### config.mk
export PLATFORM = sky130hd
export DESIGN_NAME = shift_sequencer
export DESIGN_NICKNAME = d
export VERILOG_FILES = /design/src/rtl/shift_seq_pkg.sv /design/src/rtl/shift_seq_datapath.sv /design/src/rtl/shift_sequencer.sv
export SDC_FILE = /design/constraint.sdc
export NUM_CORES = 1
export LEC_CHECK = 0
export ABC_AREA = 0
export BUFFER_PORTS_ARGS = -buffer_cell sky130_fd_sc_hd__buf_2
export CAP_MARGIN = 5
export CORE_MARGIN = 2
export CORE_UTILIZATION = 58
export CTS_BUF_LIST = sky130_fd_sc_hd__clkbuf_4
export DETAILED_ROUTE_END_ITERATION = 8
export PLACE_DENSITY = 0.86
export SLEW_MARGIN = 0
export SYNTH_ARGS = -nofsm -noshare
export SYNTH_HDL_FRONTEND = slang
export SYNTH_SLANG_ARGS = --single-unit
### constraint.sdc
create_clock -name clk -period 3.3 [get_ports clk]
set_clock_uncertainty 0.05 [all_clocks]
set_input_delay 0.825 -clock clk [delete_from_list [all_inputs] [get_ports clk]]
set_output_delay 0.825 -clock clk [all_outputs]
set_load 0.02 [all_outputs]
### src/rtl/shift_seq_pkg.sv
// Shared types for the shift sequencer: FSM state encoding and direction names.
// ST_PARITY exists only when SHIFT_SEQ_PARITY_EN is defined.
package shift_seq_pkg;

    localparam string DIR_LEFT  = "LEFT";
    localparam string DIR_RIGHT = "RIGHT";

`ifdef SHIFT_SEQ_PARITY_EN
    typedef enum logic [1:0] {
        ST_IDLE   = 2'd0,
        ST_SHIFT  = 2'd1,
        ST_PARITY = 2'd2,
        ST_DONE   = 2'd3
    } state_t;
`else
    typedef enum logic [1:0] {
        ST_IDLE  = 2'd0,
        ST_SHIFT = 2'd1,
        ST_DONE  = 2'd3
    } state_t;
`endif

endpackage

### src/rtl/shift_seq_datapath.sv
// Shift register with load and shift-enable, plus the serial-bit tap for the chosen direction.
// Latency: loaded word is visible the next cycle; backpressure is applied by holding i_shift_en low.
module shift_seq_datapath
    import shift_seq_pkg::*;
#(
    parameter int    DATA_W          = 8,
    parameter string SHIFT_DIRECTION = DIR_LEFT
) (
    input  logic              clk,
    input  logic              rst,
    input  logic              i_load,
    input  logic [DATA_W-1:0] i_load_data,
    input  logic              i_shift_en,
    output logic              o_ser_bit
);

    logic [DATA_W-1:0] r_shift;
    logic [DATA_W-1:0] w_shifted;

    // Any direction string other than RIGHT falls back to MSB-first.
    generate
        if (SHIFT_DIRECTION == DIR_RIGHT) begin : g_right
            assign w_shifted = {1'b0, r_shift[DATA_W-1:1]};
            assign o_ser_bit = r_shift[0];
        end else begin : g_left
            assign w_shifted = {r_shift[DATA_W-2:0], 1'b0};
            assign o_ser_bit = r_shift[DATA_W-1];
        end
    endgenerate

    always_ff @(posedge clk or posedge rst) begin
        if (rst) begin
            r_shift <= '0;
        end else if (i_load) begin
            r_shift <= i_load_data;
        end else if (i_shift_en) begin
            r_shift <= w_shifted;
        end
    end

endmodule

### src/rtl/shift_sequencer.sv
// Parallel-to-serial sequencer; optional trailing parity bit under SHIFT_SEQ_PARITY_EN.
// Latency: first bit the cycle after acceptance, done N+1 cycles after (N+2 with parity); bits stall on ser_ready=0.
module shift_sequencer
    import shift_seq_pkg::*;
#(
    parameter int    DATA_W          = 8,
    parameter string SHIFT_DIRECTION = DIR_LEFT
) (
    input  logic                       clk,
    input  logic                       rst,
    input  logic                       in_valid,
    output logic                       in_ready,
    input  logic [DATA_W-1:0]          in_data,
    input  logic [$clog2(DATA_W)-1:0]  in_len,
    input  logic                       abort,
    output logic                       ser_valid,
    input  logic                       ser_ready,
    output logic                       ser_bit,
    output logic                       busy,
    output logic                       done
);

    localparam int CNT_W = $clog2(DATA_W) + 1;

    state_t           r_state;
    state_t           w_state_nxt;
    logic [CNT_W-1:0] r_cnt;
    logic             w_load;
    logic             w_shift;
    logic             w_dp_bit;

    assign w_load  = (r_state == ST_IDLE) & in_valid;
    assign w_shift = (r_state == ST_SHIFT) & ser_ready & ~abort;

    shift_seq_datapath #(
        .DATA_W          (DATA_W),
        .SHIFT_DIRECTION (SHIFT_DIRECTION)
    ) u_datapath (
        .clk         (clk),
        .rst         (rst),
        .i_load      (w_load),
        .i_load_data (in_data),
        .i_shift_en  (w_shift),
        .o_ser_bit   (w_dp_bit)
    );

    always_ff @(posedge clk or posedge rst) begin
        if (rst) begin
            r_state <= ST_IDLE;
        end else begin
            r_state <= w_state_nxt;
        end
    end

    // Length 0 encodes a full DATA_W-bit word.
    always_ff @(posedge clk or posedge rst) begin
        if (rst) begin
            r_cnt <= '0;
        end else if (w_load) begin
            r_cnt <= (in_len == '0) ? CNT_W'(DATA_W) : {1'b0, in_len};
        end else if (w_shift) begin
            r_cnt <= r_cnt - 1'b1;
        end
    end

`ifdef SHIFT_SEQ_PARITY_EN
    logic r_parity;

    always_ff @(posedge clk or posedge rst) begin
        if (rst) begin
            r_parity <= 1'b0;
        end else if (w_load) begin
            r_parity <= 1'b0;
        end else if (w_shift) begin
            r_parity <= r_parity ^ w_dp_bit;
        end
    end
`endif

    always_comb begin
        w_state_nxt = r_state;
        in_ready    = 1'b0;
        ser_valid   = 1'b0;
        ser_bit     = 1'b0;
        busy        = 1'b1;
        done        = 1'b0;
        case (r_state)
            ST_IDLE: begin
                in_ready = 1'b1;
                busy     = 1'b0;
                if (in_valid) begin
                    w_state_nxt = ST_SHIFT;
                end
            end
            ST_SHIFT: begin
                ser_valid = 1'b1;
                ser_bit   = w_dp_bit;
                if (abort) begin
                    w_state_nxt = ST_IDLE;
                end else if (ser_ready && (r_cnt == CNT_W'(1))) begin
`ifdef SHIFT_SEQ_PARITY_EN
                    w_state_nxt = ST_PARITY;
`else
                    w_state_nxt = ST_DONE;
`endif
                end
            end
`ifdef SHIFT_SEQ_PARITY_EN
            ST_PARITY: begin
                ser_valid = 1'b1;
                ser_bit   = r_parity;
                if (abort) begin
                    w_state_nxt = ST_IDLE;
                end else if (ser_ready) begin
                    w_state_nxt = ST_DONE;
                end
            end
`endif
            ST_DONE: begin
                // An abort landing on the done cycle still cancels the word.
                done        = ~abort;
                w_state_nxt = ST_IDLE;
            end
            default: begin
                w_state_nxt = ST_IDLE;
            end
        endcase
    end

endmodule

==> impl_results.md, run 1 <==
- Pwr Density: 651 nW/µm²
- Drt pass-1 iters: 2
- Setup repair bufs after CTS: 0
- Main flop type after synthesis: dfrtp_1
- Seq/Total Area, Yosys: 0.424
- Cts hold-fix bufs: 0
- Starting Density: 0.628
- Die Area: 1740 µm²
- Period utilization: 0.666
- Type of the worst setup path: in2out
- HP Class: reg2reg
- Share of layout cells above drive strength 1: 0.351
- Ys Warns: 0
- Slew Limit Fails: 0
- Io pins: 21
- DR WL/cell: 13.0 µm
- Met1 Use GR: 0.261
- Final setup viols: 0
- Unique masters post-synth: 30
- Clock transition at the registers of the reported paths: 70 ps
- Post-Place Worst Slack: 1090 ps
- Critical Path End: done
- MaxCap Viol Count: 0
- Setup TNS: 0 ps
- Post-Syn Nets: 95
- Clk sink count: 14
- Crit end category: output port
- Layout area overhead: 13.5%
- Critical path origin: abort
- Largest fanout on the critical path: 3
- Net Switching: 0.222 mW
- Core area: 1320 µm²
- Rows: 13
- Peak VDD IR: 0.000418 V
- H-tree Lvls: 1
- Via Count: 636
- Flop pwr share: 0.480
- Leakage: 0.446 nW
- # DRC: 0
- TritonCTS Buffers: 3
- Seq cells post-synth: 14
- GRT met2 Usage: 0.331
- Remaining antenna violation count after routing: 0
- R2R Path Start: r_state[1]
- Data arrival time of the worst path: 1320 ps
- I/O Buffers: 20
- Gr usage total: 0.196
- Internal power: 0.388 mW
- CTS tree: yes
- Switching share of power: 0.364
- Synthesized area: 827 µm²
- Gr ovfl total: 0
- Via-to-Cell Ratio: 5.68
- Worst reg-to-reg path cell count: 3
- GRT Max-Usage Layer: met2
- Worst reg2reg setup slack: 1570 ps
- Synth Instances: 77
- Syn Area/Cell: 10.7 µm²
- Root buffer cell: clkbuf_4
- Vias in the first global route: 655
- Initial antenna violation count: 0
- Required @ worst endpoint: 2420 ps
- # diodes: 0
- Final min period: 2200 ps
- Final Hold Viols: 0
- HPWL after DPL: 1160 µm
- Final wirelength: 1450 µm
- Die Ht: 41.8 µm
- Largest net degree at the start of global routing: 15
- M3 GR Usage: 0.0391
- RSZ-0062 raised after global routing: false
- Status: complete, no violations
- Placer Congestion: 0.757
- Clk Latency, worst-skew pair: 270 ps
- Max clock buf depth: 2
- Logic pwr share: 0.374
- FFs w/ async S/R, synth: 1.00
- Die width: 41.8 µm
- Rel. slew slack: 0.503
- Worst slew pin tran: 745 ps
- CP Launch Type: input port
- Clock network power share: 0.146
- Final nets: 117
- Reg2reg end: r_cnt[1]
- Post-synth EDFFs: 0
- Initial DRC count: 3
- Worst setup slack after layout: 1100 ps
- # resized after CTS: 0
- First-pass GRT wire length: 2720 µm
- Max Clk Rate: 455 MHz
cell type report:
type | instances | area, µm²
well taps | 15 | 18.8
flip-flops and latches | 14 | 350
clock buffers | 3 | 22.5
multi-input cells | 54 | 424
repair buffers | 20 | 100
inverters | 6 | 22.5
fillers | 109 | 379
critical path, stage by stage:
cell and delay [ps]:
buf_2 110, nand2b_1 140, nor2_1 90, buf_2 160
power groups by stage:
| stage | clock network [mW] | registers [mW] | logic [mW] |
|---|---|---|---|
| finish | 0.0893 | 0.293 | 0.228 |
| CTS | 0.0936 | 0.294 | 0.233 |
| detailed placement | 0 | 0.297 | 0.232 |
| global route | 0.102 | 0.303 | 0.262 |
| global placement | 0 | 0.293 | 0.223 |
| floorplan | 0 | 0.283 | 0.192 |
per-stage QoR:
step | total power, mW | area [µm²] | cells | hold slack (ps) | utilization
after floorplan | 0.474 | 827 | 77 | 400 | -
after global placement | 0.515 | 916 | 109 | 427 | 0.695
after detailed placement | 0.529 | 916 | 109 | 422 | 0.695
after CTS | 0.620 | 938 | 112 | 434 | 0.712
after global routing | 0.667 | 938 | 112 | 456 | 0.712
final | 0.611 | 938 | 112 | 432 | 0.712
state kept, by name, summed over array words and instances, names as in the netlist:
name / count
r_cnt: 4
r_state: 2
u_datapath.r_shift: 8
routing by layer:
metal / wire (µm) / vias up
met3: 57 / 0
met2: 733 / 19
li1: - / 318
met5: 0 / -
met4: 0 / 0
met1: 661 / 299
synth_stat cells, drive strengths merged, types with 2 or more instances:
| library cell | number | area share |
|---|---|---|
| mux2i | 8 | 0.097 |
| o21ai | 7 | 0.042 |
| ha | 2 | 0.030 |
| a21oi | 2 | 0.012 |
| inv | 6 | 0.027 |
| nand3 | 9 | 0.061 |
| nor3 | 4 | 0.024 |
| nand2b | 2 | 0.015 |
| buf | 3 | 0.036 |
| dfrtp | 14 | 0.42 |
| nor2 | 3 | 0.023 |
| and2 | 2 | 0.015 |
placed cells by master (no fill, tap or decap), drive strengths merged, types with 2 or more instances in the layout:
master | netlist | layout
nand3 | 9 | 9
mux2i | 8 | 8
o21ai | 7 | 7
ha | 2 | 2
dfrtp | 14 | 14
inv | 6 | 6
clkbuf | 0 | 3
nor3 | 4 | 4
and2 | 2 | 2
buf | 3 | 20
nor2 | 3 | 3
a21oi | 2 | 2
nand2b | 2 | 2
cell families after synthesis:
group / after synthesis / synth area share
muxes: 8 / 0.0968
DFF: 14 / 0.424
adders and majority gates: 2 / 0.0303
and+or+nand+nor: 30 / 0.269
AOI/OAI and AO/OA: 14 / 0.116
buffers and inverters: 9 / 0.0635
worst min-delay path by stage:
stage / from / end / cells past startpoint
6_report: r_cnt[3] / r_state[1] / 1
5_1_grt: r_cnt[3] / r_state[1] / 1
4_1_cts: r_cnt[3] / r_state[1] / 1
3_5_place_dp: r_cnt[3] / r_state[1] / 1
3_3_place_gp: r_cnt[3] / r_state[1] / 1
2_1_floorplan: r_cnt[3] / r_state[1] / 1
Power figures use the tool's default switching activity.
==> run 2, diff against run 1 <==
CORE_UTILIZATION = 53   (was 58)
PLACE_DENSITY = 0.8   (was 0.86)
clock period = 2.25 ns   (was 3.3 ns; I/O delays follow)
==> run 2 against run 1 <==
Net effect:
- setup slack worse by 800 ps
- cell area is 1.3% higher
- routed wire length is 13% higher
- clock power is 61% higher
- utilization is 7.4 points lower
- register-to-register slack worse by 950 ps
- critical path depth is 1 lower
- critical endpoint is now ser_bit
- largest cell class unchanged
==> impl_results.md, run 2 (synthesis gave the netlist of run 1 again) <==
- Final min period: 1950 ps
- Die width: 43.5 µm
- Initial DRC count: 10
- Biggest register: u_datapath.r_shift
- Die Ht: 43.5 µm
- Initial antenna violation count: 0
- Crit end category: output port
- Largest register FFs: 8
- Cts hold-fix bufs: 0
- Worst reg-to-reg path cell count: 3
- # resized after CTS: 0
- Rel. slew slack: 0.644
- Gr usage total: 0.209
- Worst reg2reg setup slack: 620 ps
- Max Clk Rate: 514 MHz
- First-pass GRT wire length: 2860 µm
- Final nets: 118
- Die Area: 1890 µm²
- Vias in the first global route: 669
- Most common cell after layout, fill and taps aside: buf_2
- Period utilization: 0.865
- Most frequent cells in the layout: buf_2 (20), dfrtp_1 (14), mux2i_1 (8), nand3_1 (8), o21ai_1 (7)
- CP Launch Type: register
- Largest registers: u_datapath.r_shift x8, r_cnt x4, r_state x2
- Gr ovfl total: 0
- HP Class: in2async
- Hold WS: 256 ps
- Setup repair bufs after CTS: 0
- Core area: 1490 µm²
- MaxCap Viol Count: 0
- Required @ worst endpoint: 1640 ps
- Peak VDD IR: 0.000542 V
- DR WL/cell: 14.3 µm
- Status: complete, no violations
- Drt pass-1 iters: 4
- Slew Limit Fails: 0
- Root buffer cell: clkbuf_4
- Layout area overhead: 15.0%
- I/O Buffers: 20
- Final wirelength: 1650 µm
- Type of the worst setup path: reg2out
- Leakage: 0.453 nW
- Rows: 14
- Worst slew pin tran: 533 ps
- Pwr Density: 967 nW/µm²
- RSZ-0062 raised after global routing: false
- Clk sink count: 14
- Via Count: 658
- Setup TNS: 0 ps
- Final Hold Viols: 0
- Largest net degree at the start of global routing: 15
- Clk Latency, worst-skew pair: 280 ps
- Placer Congestion: 0.732
- Remaining antenna violation count after routing: 0
- H-tree Lvls: 1
- CTS tree: yes
- Number of fill cells: 132
- Io pins: 21
- Max clock buf depth: 2
- Data arrival time of the worst path: 1330 ps
- Final setup viols: 0
- Via-to-Cell Ratio: 5.72
- Share of layout cells above drive strength 1: 0.354
- # DRC: 0
- Starting Density: 0.555
- # diodes: 0
- TritonCTS Buffers: 3
- Largest fanout on the critical path: 8
- HPWL after DPL: 1200 µm
- Clock transition at the registers of the reported paths: 80 ps
run 2: cell count changes in the layout (fill, tap and decap cells not counted), sizes merged:
cell | before | now
clkinv | 0 | 1
buf | 20 | 21
run 2: cell type report:
type                       instances  area, µm²  share of cell area
clock buffer                       3       22.5              0.0237
clock inverter                     1       3.75             0.00395
inverter                           6       22.5              0.0237
multi-input combinational         54        424               0.446
sequential                        14        350               0.368
tap                               16       20.0              0.0211
timing repair buffer              21        108               0.113
run 2: metrics by stage:
| step | setup WS (ps) | utilization | instances | power (mW) | area, µm² |
|---|---|---|---|---|---|
| 6_report | 304 | 0.639 | 115 | 0.920 | 951 |
| 5_1_grt | 217 | 0.639 | 115 | 0.990 | 951 |
| 4_1_cts | 292 | 0.639 | 115 | 0.931 | 951 |
| 3_5_place_dp | 485 | 0.621 | 111 | 0.783 | 925 |
| 3_3_place_gp | 525 | 0.621 | 111 | 0.763 | 925 |
| 2_1_floorplan | 646 | - | 77 | 0.696 | 827 |
run 2: power breakdown:
| group | internal (mW) | total (mW) | switching (mW) | leakage (nW) |
|---|---|---|---|---|
| clock network | 0.0644 | 0.144 | 0.0794 | 0.0154 |
| logic | 0.162 | 0.342 | 0.180 | 0.260 |
| registers | 0.348 | 0.434 | 0.0858 | 0.177 |
| total | 0.575 | 0.920 | 0.345 | 0.453 |
run 2: path summary, 6_finish.rpt:
path,from,to
min in group clk,u_datapath.r_shift[0],u_datapath.r_shift[0]
worst min-delay path,rst,u_datapath.r_shift[0]
max in group asynchronous,rst,u_datapath.r_shift[7]
worst max-delay path,r_state[1],ser_bit
worst min register to register,u_datapath.r_shift[0],u_datapath.r_shift[0]
worst max register to register,r_state[1],r_cnt[2]
run 2: critical path, cell delays in order (launching register included):
cell and delay, ps:
dfrtp_1 500, and2b_2 260, and2_1 140, buf_2 150
run 2: routing by layer:
metal,part of all wire,GRT usage,vias up
li1,-,-,321
met1,0.40,0.237,309
met2,0.52,0.373,22
met3,0.050,0.0250,6
met4,0.031,0.127,0
met5,0,0,-
